`config.mk`:
```
export PLATFORM = sky130hd
export DESIGN_NAME = branch_predictor_bht
export DESIGN_NICKNAME = d
export VERILOG_FILES = /design/src/rtl/bp_pkg.sv /design/src/rtl/bp_sat_counter.sv /design/src/rtl/branch_predictor_bht.sv
export SDC_FILE = /design/constraint.sdc
export NUM_CORES = 1
export LEC_CHECK = 0
export ABC_CLOCK_PERIOD_IN_PS = 3350
export CAP_MARGIN = 15
export CORE_MARGIN = 8
export CORE_UTILIZATION = 25
export CTS_CLUSTER_SIZE = 28
export DETAILED_ROUTE_END_ITERATION = 16
export SETUP_SLACK_MARGIN = 0.1
export SLEW_MARGIN = 20
export SYNTH_ARGS = -nofsm -noshare
export SYNTH_HDL_FRONTEND = slang
export SYNTH_HIERARCHICAL = 1
export SYNTH_SLANG_ARGS = --single-unit
```
`constraint.sdc`:
```
create_clock -name clk -period 3.35 [get_ports clk]
set_clock_uncertainty 0.1 [all_clocks]
set_input_delay 0.5025 -clock clk [delete_from_list [all_inputs] [get_ports clk]]
set_output_delay 0.5025 -clock clk [all_outputs]
set_load 0.01 [all_outputs]
```
`src/rtl/bp_pkg.sv`:
```
// ---------------------------------------------------------------------------
// bp_pkg
// Shared definitions for the dynamic branch predictor and the decode stage:
//   - BT / BF opcode values (decode uses these to drive lookup_is_branch)
//   - default parameter values for branch_predictor_bht
//   - ctr_t, the saturating-counter type at the default counter width
// ---------------------------------------------------------------------------
package bp_pkg;

  // Conditional-branch opcodes (branch-if-true / branch-if-false).
  localparam int         OPCODE_W = 5;
  localparam logic [4:0] BT       = 5'd23;
  localparam logic [4:0] BF       = 5'd24;

  // Default predictor geometry.
  localparam int DEF_PC_W     = 13;
  localparam int DEF_OFFSET_W = 17;
  localparam int DEF_INDEX_W  = 6;
  localparam int DEF_CTR_W    = 2;
  localparam int DEF_INIT_CTR = 1;   // weakly not-taken for a 2-bit counter
  localparam int DEF_STAT_W   = 32;

  typedef logic [DEF_CTR_W-1:0] ctr_t;

endpackage : bp_pkg

```
`src/rtl/bp_sat_counter.sv`:
```
// ---------------------------------------------------------------------------
// bp_sat_counter
// Width-parametrised up/down counter that saturates at 0 and at all-ones.
// Used both as a BHT entry (up = resolved taken) and, with up tied high,
// as a saturating event counter for the statistics.
//
// Ports:
//   clk        in   clock
//   reset_low  in   asynchronous active-low reset, loads INIT
//   en         in   count this cycle
//   up         in   1 = increment, 0 = decrement
//   count      out  WIDTH-bit current value
// ---------------------------------------------------------------------------
module bp_sat_counter #(
  parameter int WIDTH = 2,
  parameter int INIT  = 0
) (
  input  logic             clk,
  input  logic             reset_low,
  input  logic             en,
  input  logic             up,
  output logic [WIDTH-1:0] count
);

  localparam logic [WIDTH-1:0] INIT_V = WIDTH'(INIT);
  localparam logic [WIDTH-1:0] ONE_V  = WIDTH'(1);
  localparam logic [WIDTH-1:0] MAX_V  = '1;

  // NOTE: clocked state uses non-blocking assignments so every flop samples
  // its inputs from before the edge, independent of block evaluation order.
  always_ff @(posedge clk or negedge reset_low) begin
    if (!reset_low) begin
      count <= INIT_V;
    end else if (en) begin
      if (up) begin
        if (count != MAX_V) count <= count + ONE_V;
      end else begin
        if (count != '0) count <= count - ONE_V;
      end
    end
  end

endmodule : bp_sat_counter

```
`src/rtl/branch_predictor_bht.sv`:
```
// ---------------------------------------------------------------------------
// branch_predictor_bht
// Dynamic branch predictor: a table of 2**INDEX_W saturating counters
// indexed by the low PC bits. Lookup is combinational (zero latency);
// execute writes the resolved outcome back one cycle later through the
// index that was carried down the pipe. Also keeps saturating counts of
// resolved branches and mispredictions for debug.
//
// Build option: define BP_GSHARE_EN to XOR an INDEX_W-bit global history
// register into the lookup index. The port list is the same either way.
//
// Ports:
//   clk                   in   clock
//   reset_low             in   asynchronous active-low reset
//   halted                in   debug halt; freezes table, history, stats
//   lookup_is_branch      in   decode instruction is BT or BF
//   lookup_pc             in   PC of the decode instruction
//   lookup_offset         in   signed branch offset from the instruction
//   predict_taken         out  prediction for the current lookup
//   predicted_offset      out  offset fetch adds this cycle
//   not_predicted_offset  out  recovery offset used on a flush
//   lookup_index          out  table index used (travel with the branch)
//   update_valid          in   branch resolved in execute this cycle
//   update_index          in   lookup_index carried with that branch
//   update_taken          in   resolved outcome
//   update_mispredict     in   resolved branch was mispredicted
//   branch_count          out  resolved branches (saturating)
//   mispredict_count      out  mispredictions (saturating)
// ---------------------------------------------------------------------------
module branch_predictor_bht
  import bp_pkg::*;
#(
  parameter int PC_W     = DEF_PC_W,
  parameter int OFFSET_W = DEF_OFFSET_W,
  parameter int INDEX_W  = DEF_INDEX_W,
  parameter int CTR_W    = DEF_CTR_W,
  parameter int INIT_CTR = DEF_INIT_CTR,
  parameter int STAT_W   = DEF_STAT_W
) (
  input  logic                clk,
  input  logic                reset_low,
  input  logic                halted,
  input  logic                lookup_is_branch,
  input  logic [PC_W-1:0]     lookup_pc,
  input  logic [OFFSET_W-1:0] lookup_offset,
  output logic                predict_taken,
  output logic [OFFSET_W-1:0] predicted_offset,
  output logic [OFFSET_W-1:0] not_predicted_offset,
  output logic [INDEX_W-1:0]  lookup_index,
  input  logic                update_valid,
  input  logic [INDEX_W-1:0]  update_index,
  input  logic                update_taken,
  input  logic                update_mispredict,
  output logic [STAT_W-1:0]   branch_count,
  output logic [STAT_W-1:0]   mispredict_count
);

  localparam int                  DEPTH      = 2 ** INDEX_W;
  localparam logic [OFFSET_W-1:0] OFFSET_ONE = OFFSET_W'(1);

  // A resolved branch only changes state while the core is running.
  logic upd_en;
  assign upd_en = update_valid & ~halted;

  // -------------------------------------------------------------------------
  // Branch history table
  // -------------------------------------------------------------------------
  logic [CTR_W-1:0] ctr [DEPTH];

  // NOTE: the table is built from individual flops rather than a RAM macro,
  // so every entry can take the asynchronous reset value directly.
  for (genvar i = 0; i < DEPTH; i++) begin : g_bht
    bp_sat_counter #(
      .WIDTH (CTR_W),
      .INIT  (INIT_CTR)
    ) u_ctr (
      .clk       (clk),
      .reset_low (reset_low),
      .en        (upd_en && (update_index == INDEX_W'(i))),
      .up        (update_taken),
      .count     (ctr[i])
    );
  end

  // -------------------------------------------------------------------------
  // Index generation
  // -------------------------------------------------------------------------
`ifdef BP_GSHARE_EN
  // Global history of resolved outcomes, newest in bit 0.
  logic [INDEX_W-1:0] ghr;

  always_ff @(posedge clk or negedge reset_low) begin
    if (!reset_low) begin
      ghr <= '0;
    end else if (upd_en) begin
      ghr <= {ghr[INDEX_W-2:0], update_taken};
    end
  end

  assign lookup_index = lookup_pc[INDEX_W-1:0] ^ ghr;
`else
  assign lookup_index = lookup_pc[INDEX_W-1:0];
`endif

  // PC bits above the index do not take part in the prediction.
  if (PC_W > INDEX_W) begin : g_pc_hi
    logic unused_pc_hi;
    assign unused_pc_hi = ^lookup_pc[PC_W-1:INDEX_W];
  end

  // -------------------------------------------------------------------------
  // Lookup: reads the registered table, so a same-cycle update to the same
  // entry is seen only from the following cycle.
  // -------------------------------------------------------------------------
  logic [CTR_W-1:0] lookup_ctr;
  logic             ctr_says_taken;

  assign lookup_ctr     = ctr[lookup_index];
  assign ctr_says_taken = lookup_ctr[CTR_W-1];
  assign predict_taken  = lookup_is_branch & ctr_says_taken;

  // Fetch adds predicted_offset now; on a flush it uses the other path.
  // NOTE: both outputs get a default before any branch so no path through
  // the block leaves them unassigned, which would infer a latch.
  always_comb begin
    predicted_offset     = OFFSET_ONE;
    not_predicted_offset = OFFSET_ONE;
    if (lookup_is_branch) begin
      if (ctr_says_taken) begin
        predicted_offset     = lookup_offset;
      end else begin
        not_predicted_offset = lookup_offset;
      end
    end
  end

  // -------------------------------------------------------------------------
  // Debug statistics
  // -------------------------------------------------------------------------
  bp_sat_counter #(
    .WIDTH (STAT_W),
    .INIT  (0)
  ) u_branch_count (
    .clk       (clk),
    .reset_low (reset_low),
    .en        (upd_en),
    .up        (1'b1),
    .count     (branch_count)
  );

  bp_sat_counter #(
    .WIDTH (STAT_W),
    .INIT  (0)
  ) u_mispredict_count (
    .clk       (clk),
    .reset_low (reset_low),
    .en        (upd_en & update_mispredict),
    .up        (1'b1),
    .count     (mispredict_count)
  );

endmodule : branch_predictor_bht
```
# Word level (Yosys, flattened, before mapping)
# Cells that the tools add are included.
classes:
  div_mod_pow: 0
  reduce_logical: 259
  shift: 0
  add_sub_neg: 130
  bitwise_logic: 5
  muxes: 199
  mul: 0
  eq_ne: 193
  n_lt_le_gt_ge: 1
ops:
  columns: ["operator", "count"]
  rows:
  - ["2-bit 2-to-1 mux", 194]
  - ["2-bit nonzero test", 128]
  - ["6-bit == test (second input constant)", 32]
  - ["3-bit AND reduction", 64]
  - ["2-bit by 1-bit adder with 2-bit output (second input constant)", 64]
  - ["2-bit by 1-bit inequality test with 1-bit output (second input constant)", 64]
  - ["2-bit inequality test (second input constant)", 64]
  - ["2-bit by 1-bit subtractor with 2-bit output (second input constant)", 64]
  - ["6-bit by 5-bit == test with 1-bit output (second input constant)", 16]
  - ["17-bit 2-to-1 mux", 4]
  - ["32-bit by 1-bit adder with 32-bit output (second input constant)", 2]
  - ["1-bit logical AND", 64]
  - ["32-bit inequality test (second input constant)", 2]
  - ["6-bit by 4-bit == test with 1-bit output (second input constant)", 8]
  - ["6-bit by 3-bit == test with 1-bit output (second input constant)", 4]
  - ["2-bit binary-select mux with 6-bit select", 1]
  - ["6-bit by 2-bit == test with 1-bit output (second input constant)", 2]
  - ["7-bit greater-or-equal comparator (second input constant)", 1]
  - ["6-bit inverter with 7-bit output", 1]
  - ["6-bit by 1-bit == test with 1-bit output (second input constant)", 1]
  - ["6-bit logical NOT", 1]
  - ["2-bit AND reduction", 2]
  - ["1-bit bitwise AND", 3]
  - ["1-bit inverter", 1]
totals:
  mem_bits_ro: 0
  reg_bits: 192
  input_bits: 43
  n_memories: 0
  latch_bits: 0
  ramBits: 0

# Longest topological paths before layout
logic_depth:
  ltp_word: 6
  mapped_depth: 12
  depth_no_buf: 10

# Hierarchy
# Netlist, hierarchy kept.
modules_own_cells:
  columns: ["module", "n_inst", "cells_each", "area_per_inst_um2"]
  rows:
  - ["bp_sat_counter at g_bht[0].u_ctr ...", 64, 8, 96.3]
  - ["bp_sat_counter at u_mispredict_count", 1, 381, 3085.5]
  - ["bp_sat_counter at u_branch_count", 1, 366, 2970.3]
  - ["branch_predictor_bht", 1, 199, 1270.0]

# Least setup slack after synthesis
# No wires, ideal clock.
synth_path:
  path_kind: "in2out"
  from: "input lookup_pc[1]"
  to: "output not_predicted_offset[4]"
  path_stages: 7
  arrival_ps: 2419
  t_required_ps: 2747
  slack_ps: 328
  path_cell_list: "buf_2 mux4_2 mux4_2 a2bb2oi_1 a22oi_4 buf_4 nor2b_1"
synth_between:
  elab_chain_len: 6
synth_rtl:
  columns: ["item", "line", "text"]
  rows:
  - ["start: declaration", "branch_predictor_bht.sv:44", "input logic [PC_W-1:0] lookup_pc,"]
  - ["6-bit inverter with 7-bit output (not written as such)", "branch_predictor_bht.sv:118", "assign lookup_ctr = ctr[lookup_index];"]
  - ["2-bit binary-select mux with 6-bit select", "branch_predictor_bht.sv:118", null]
  - ["2-bit 2-to-1 mux (not written as such) (2 in series)", "branch_predictor_bht.sv:118", null]
  - ["17-bit 2-to-1 mux", "branch_predictor_bht.sv:129", "if (ctr_says_taken) begin"]
  - ["17-bit 2-to-1 mux", "branch_predictor_bht.sv:128", "if (lookup_is_branch) begin"]
  - ["end: declaration", "branch_predictor_bht.sv:48", "output logic [OFFSET_W-1:0] not_predicted_offset,"]
# Every way passes these cells. The select of a mux whose other input is x is not followed.

# Worst setup path in the final report
layout_path:
  from: "register g_bht[2].u_ctr.count[1]"
  to: "output not_predicted_offset[9]"
layout_between:
  elab_chain_len: 5
layout_rtl:
  columns: ["item", "line", "text"]
  rows:
  - ["start: declaration", "bp_sat_counter.sv:22", "output logic [WIDTH-1:0] count"]
  - ["start signal: assignment", "bp_sat_counter.sv:36", "if (count != MAX_V) count <= count + ONE_V;"]
  - ["start signal: assignment", "bp_sat_counter.sv:38", "if (count != '0) count <= count - ONE_V;"]
  - ["2-bit binary-select mux with 6-bit select", "branch_predictor_bht.sv:118", null]
  - ["2-bit 2-to-1 mux (not written as such) (2 in series)", "branch_predictor_bht.sv:118", null]
  - ["17-bit 2-to-1 mux", "branch_predictor_bht.sv:129", null]
  - ["17-bit 2-to-1 mux", "branch_predictor_bht.sv:128", null]
# Every way passes these cells. The select of a mux whose other input is x is not followed.

==> results_dict.tcl <==
set metrics [dict create \
    outcome "complete, but fails checks" \
    violations "negative setup slack" \
    clock.fmax_mhz 281.0 \
    crit_fanout 8 \
    min_from "g_bht[18].u_ctr/count[0]$_DFFE_PN1P_" \
    yosys-top-cells-area "dfrtp_1 (24%), dfstp_2 (12%), ha_1 (5.6%)" \
    crit_start "g_bht[2].u_ctr/count[1]$_DFFE_PN0P_" \
    crit_arrival_ns 2.96 \
    critical_path.startpoint_type "flop" \
    path_buf_inv 4 \
    dieArea_mm2 0.06166 \
    diodes 0 \
    setup_ws_ns -0.2088 \
    seq_area_frac_synth_pct 36.21 \
    port_buffers 140 \
    ff2ff_path_depth 10 \
    period_share_pct 106.2 \
    wire_per_inst_um 16.93 \
    ys_ff_latch 192 \
    crit_type "flop to primary output" \
    whs_ns 0.3844 \
    synth_cell_types 83 \
    antenna_found_initial 1 \
    switching_share_pct 42.35 \
    cts-root-buf "clkbuf_16" \
    pin_count 148 \
    slew_viol_final 0 \
    dp_cells 2293 \
    yosysTopAreaCell "dfrtp_1" \
    crit_family "multiplexers" \
    dp_hpwl_um 28560 \
    tns_ns -4.713 \
    power_density_mw_per_mm2 661.1 \
    ys_dominant_reg_cell "dfrtp_1" \
    crit_cells 9 \
    grt_max_degree 134 \
    drt_pass1_iterations 6 \
    cts_tree "done" \
    vias_per_cell 5.128 \
    r2r_setup_slack_ns 0.35 \
    max-cap-violations 0 \
    pwr-share-comb_pct 49.9 \
    track_usage_pct 12.85 \
    fin_nets 1748 \
    crit_required_ns 2.75 \
    max-slew-margin-rel_pct 46.84 \
    vias 12060 \
    drt-total-wl_um 39830 \
    gp_congestion 0.8820 \
    start_util_pct 25.17 \
    final_cells 2352 \
    critPathSlowestCell "mux4_2" \
    crit_chain "mux4_2 -> mux4_2 -> a2bb2oi_4 -> a22oi_4 -> buf_6 -> buf_6 -> buf_12 -> and3_4 -> buf_6" \
    drc 0 \
    drive_gt1_share_pct 16.06 \
    yosysWarnings 6 \
    power.net_switching_mw 4.757 \
    power_frac_seq_pct 30.9 \
    cts_buffers 17 \
    ant_nets 0 \
    placement.setup.worst_slack_ns -0.7408 \
    cp-endpoint "not_predicted_offset[9]" \
    synth-edff-count 0 \
    area_growth_pct 25.94 \
    grt-ovfl-total 0 \
    rsz0062_at_grt "yes" \
    setup_viol_count_final 35 \
    hp-class "flop to flop" \
    synth_area_per_cell_um2 9.254 \
    grt_pass1_wl_um 64090 \
    clockPowerShare_pct 19.2 \
    die_width_um 248.3 \
    fillers 5547 \
    leakagePower_nw 7.327 \
    clock-sinks 192 \
    reg2reg_to "u_mispredict_count/count[26]$_DFFE_PN0P_" \
    r2r_start "u_mispredict_count/count[1]$_DFFE_PN0P_" \
    intPower_mw 6.476 \
    ir_drop_mv 0.4652 \
    cpMostUsedCell "buf_6" \
    cts.clk_slew.worst_paths_ns 0.07 \
    hold_viol_final 0 \
    grt_pass1_vias 12200 \
    end_kind "primary output" \
    synth_top_area_share_pct 23.74 \
    async_flop_share_pct 100.0 \
    netlist_instances 1458 \
    post-route-min-period_ns 3.559 \
    synth_area_mm2 0.01349 \
    design_power_total_mw 11.23 \
    first_iter_violations 695 \
    dieHeight_um 248.3 \
    rows 85 \
    slowest_delay_ns 0.51 \
    tightestPinTransition_ns 0.7974 \
    clock_latency_ns 0.49 \
    clockBufferDepth 2 \
    core_area_mm2 0.05360 \
    htree_levels 4 \
]
## kinds of logic after synthesis
kind of cell / count (synthesis) / synth area share, %
fa+ha+maj: 62 / 5.861
flops: 192 / 36.21
buf+inv: 72 / 2.523
mux: 89 / 8.189
compound gates: 515 / 26.29
other cells: 1 / 0.02779
simple gates: 473 / 17.40
xor+xnor: 54 / 3.505
## cell usage after synthesis, drive strengths merged, types with 7 or more instances
cell type / instances
a21boi: 65
a21o: 94
a21oi: 56
a22o: 64
a31oi: 17
and3: 27
buf: 21
clkbuf: 32
dfrtp: 128
dfstp: 64
ha: 60
inv: 19
mux2i: 71
mux4: 17
nand2: 132
nand2b: 71
nand3: 27
nand4: 26
nor2: 113
nor2b: 12
nor3: 12
nor4: 20
o21a: 7
o21ai: 150
o21bai: 8
o31ai: 7
xnor2: 29
xor2: 25
## layer usage
metal / vias up / wire length, µm / global-route usage [%] / part of all wire [%]
li1: 5792 / - / - / -
met1: 5942 / 17370 / 15.65 / 44
met2: 266 / 19560 / 21.83 / 49
met3: 60 / 1833 / 2.937 / 4.6
met4: 0 / 1059 / 5.073 / 2.7
met5: - / 0 / 0 / 0
## stage by stage
stage,cell area (µm²),util [%]
3_3_place_gp,15900,29.65
5_1_grt,16990,31.70
4_1_cts,16790,31.32
2_1_floorplan,13540,-
6_report,16990,31.70
3_5_place_dp,15900,29.65
## flip-flops by register name (all words and copies together), names as in the netlist
signal / cells
g_bht.u_ctr/count: 128
u_branch_count/count: 32
u_mispredict_count/count: 32
## worst min path at each step
stage                                      endpoint  slack [ns]  cells after the start
6_report       g_bht[18].u_ctr/count[0]$_DFFE_PN1P_        0.38                      1
5_1_grt         g_bht[9].u_ctr/count[0]$_DFFE_PN1P_        0.39                      1
4_1_cts        g_bht[41].u_ctr/count[0]$_DFFE_PN1P_        0.39                      1
3_5_place_dp   g_bht[41].u_ctr/count[0]$_DFFE_PN1P_        0.37                      1
3_3_place_gp    g_bht[8].u_ctr/count[0]$_DFFE_PN1P_        0.37                      1
2_1_floorplan   g_bht[0].u_ctr/count[1]$_DFFE_PN0P_        0.11                      0
## cells in the final DEF, fill, tap and decap left out, types with 15 or more instances in the layout
cell type,n
xnor2_1,29
nor2_1,96
mux4_2,17
a21boi_0,65
clkdlybuf4s50_1,101
buf_4,48
dfrtp_1,128
a21oi_1,54
nand4_1,26
nand3_1,27
inv_1,19
a22o_1,64
xor2_1,25
o21ai_0,138
a21o_1,93
nor2_4,15
and3_1,17
nand2_1,131
dfstp_2,64
ha_1,60
nor4_1,20
buf_6,37
nand2b_1,71
a31oi_1,16
clkbuf_16,17
mux2i_1,71
## final cells by class
type                            count  area, µm²  share of cell area [%]
Clock inverter                     14      175.2                   1.031
Multi-Input combinational cell   1206       8508                   50.07
Tap cell                          696      870.8                   5.125
Inverter                           19      71.32                  0.4197
Clock buffer                       18      429.2                   2.526
Timing Repair Buffer              207       2052                   12.08
Sequential cell                   192       4885                   28.75
## worst reg2reg max path, cell delays in order (launching register included)
cell      delay [ns]
dfrtp_1         0.47
inv_1           0.08
fa_1            0.42
nor2b_1         0.19
o211ai_2        0.12
a31oi_2         0.30
o31ai_4         0.15
o221ai_2        0.33
a211oi_1        0.15
or4_1           0.52
nand3_1         0.11
## power groups by stage
stage	clock, mW	combinational [mW]	sequential [mW]
6_report	2.15	5.61	3.47
5_1_grt	2.33	6.18	3.57
4_1_cts	2.24	5.42	3.48
3_5_place_dp	0	5.32	3.52
3_3_place_gp	0	5.25	3.51
2_1_floorplan	0	3.41	3.51
## repair_timing
item	CTS	global route
pin swaps	14	7
resized for setup	189	39
gates cloned	3	0
setup endpoints to repair	35	35
hold buffers	1	0
hold endpoints to repair	28	0
setup buffers	21	2
Note: power is estimated with default switching activity, not from simulation.
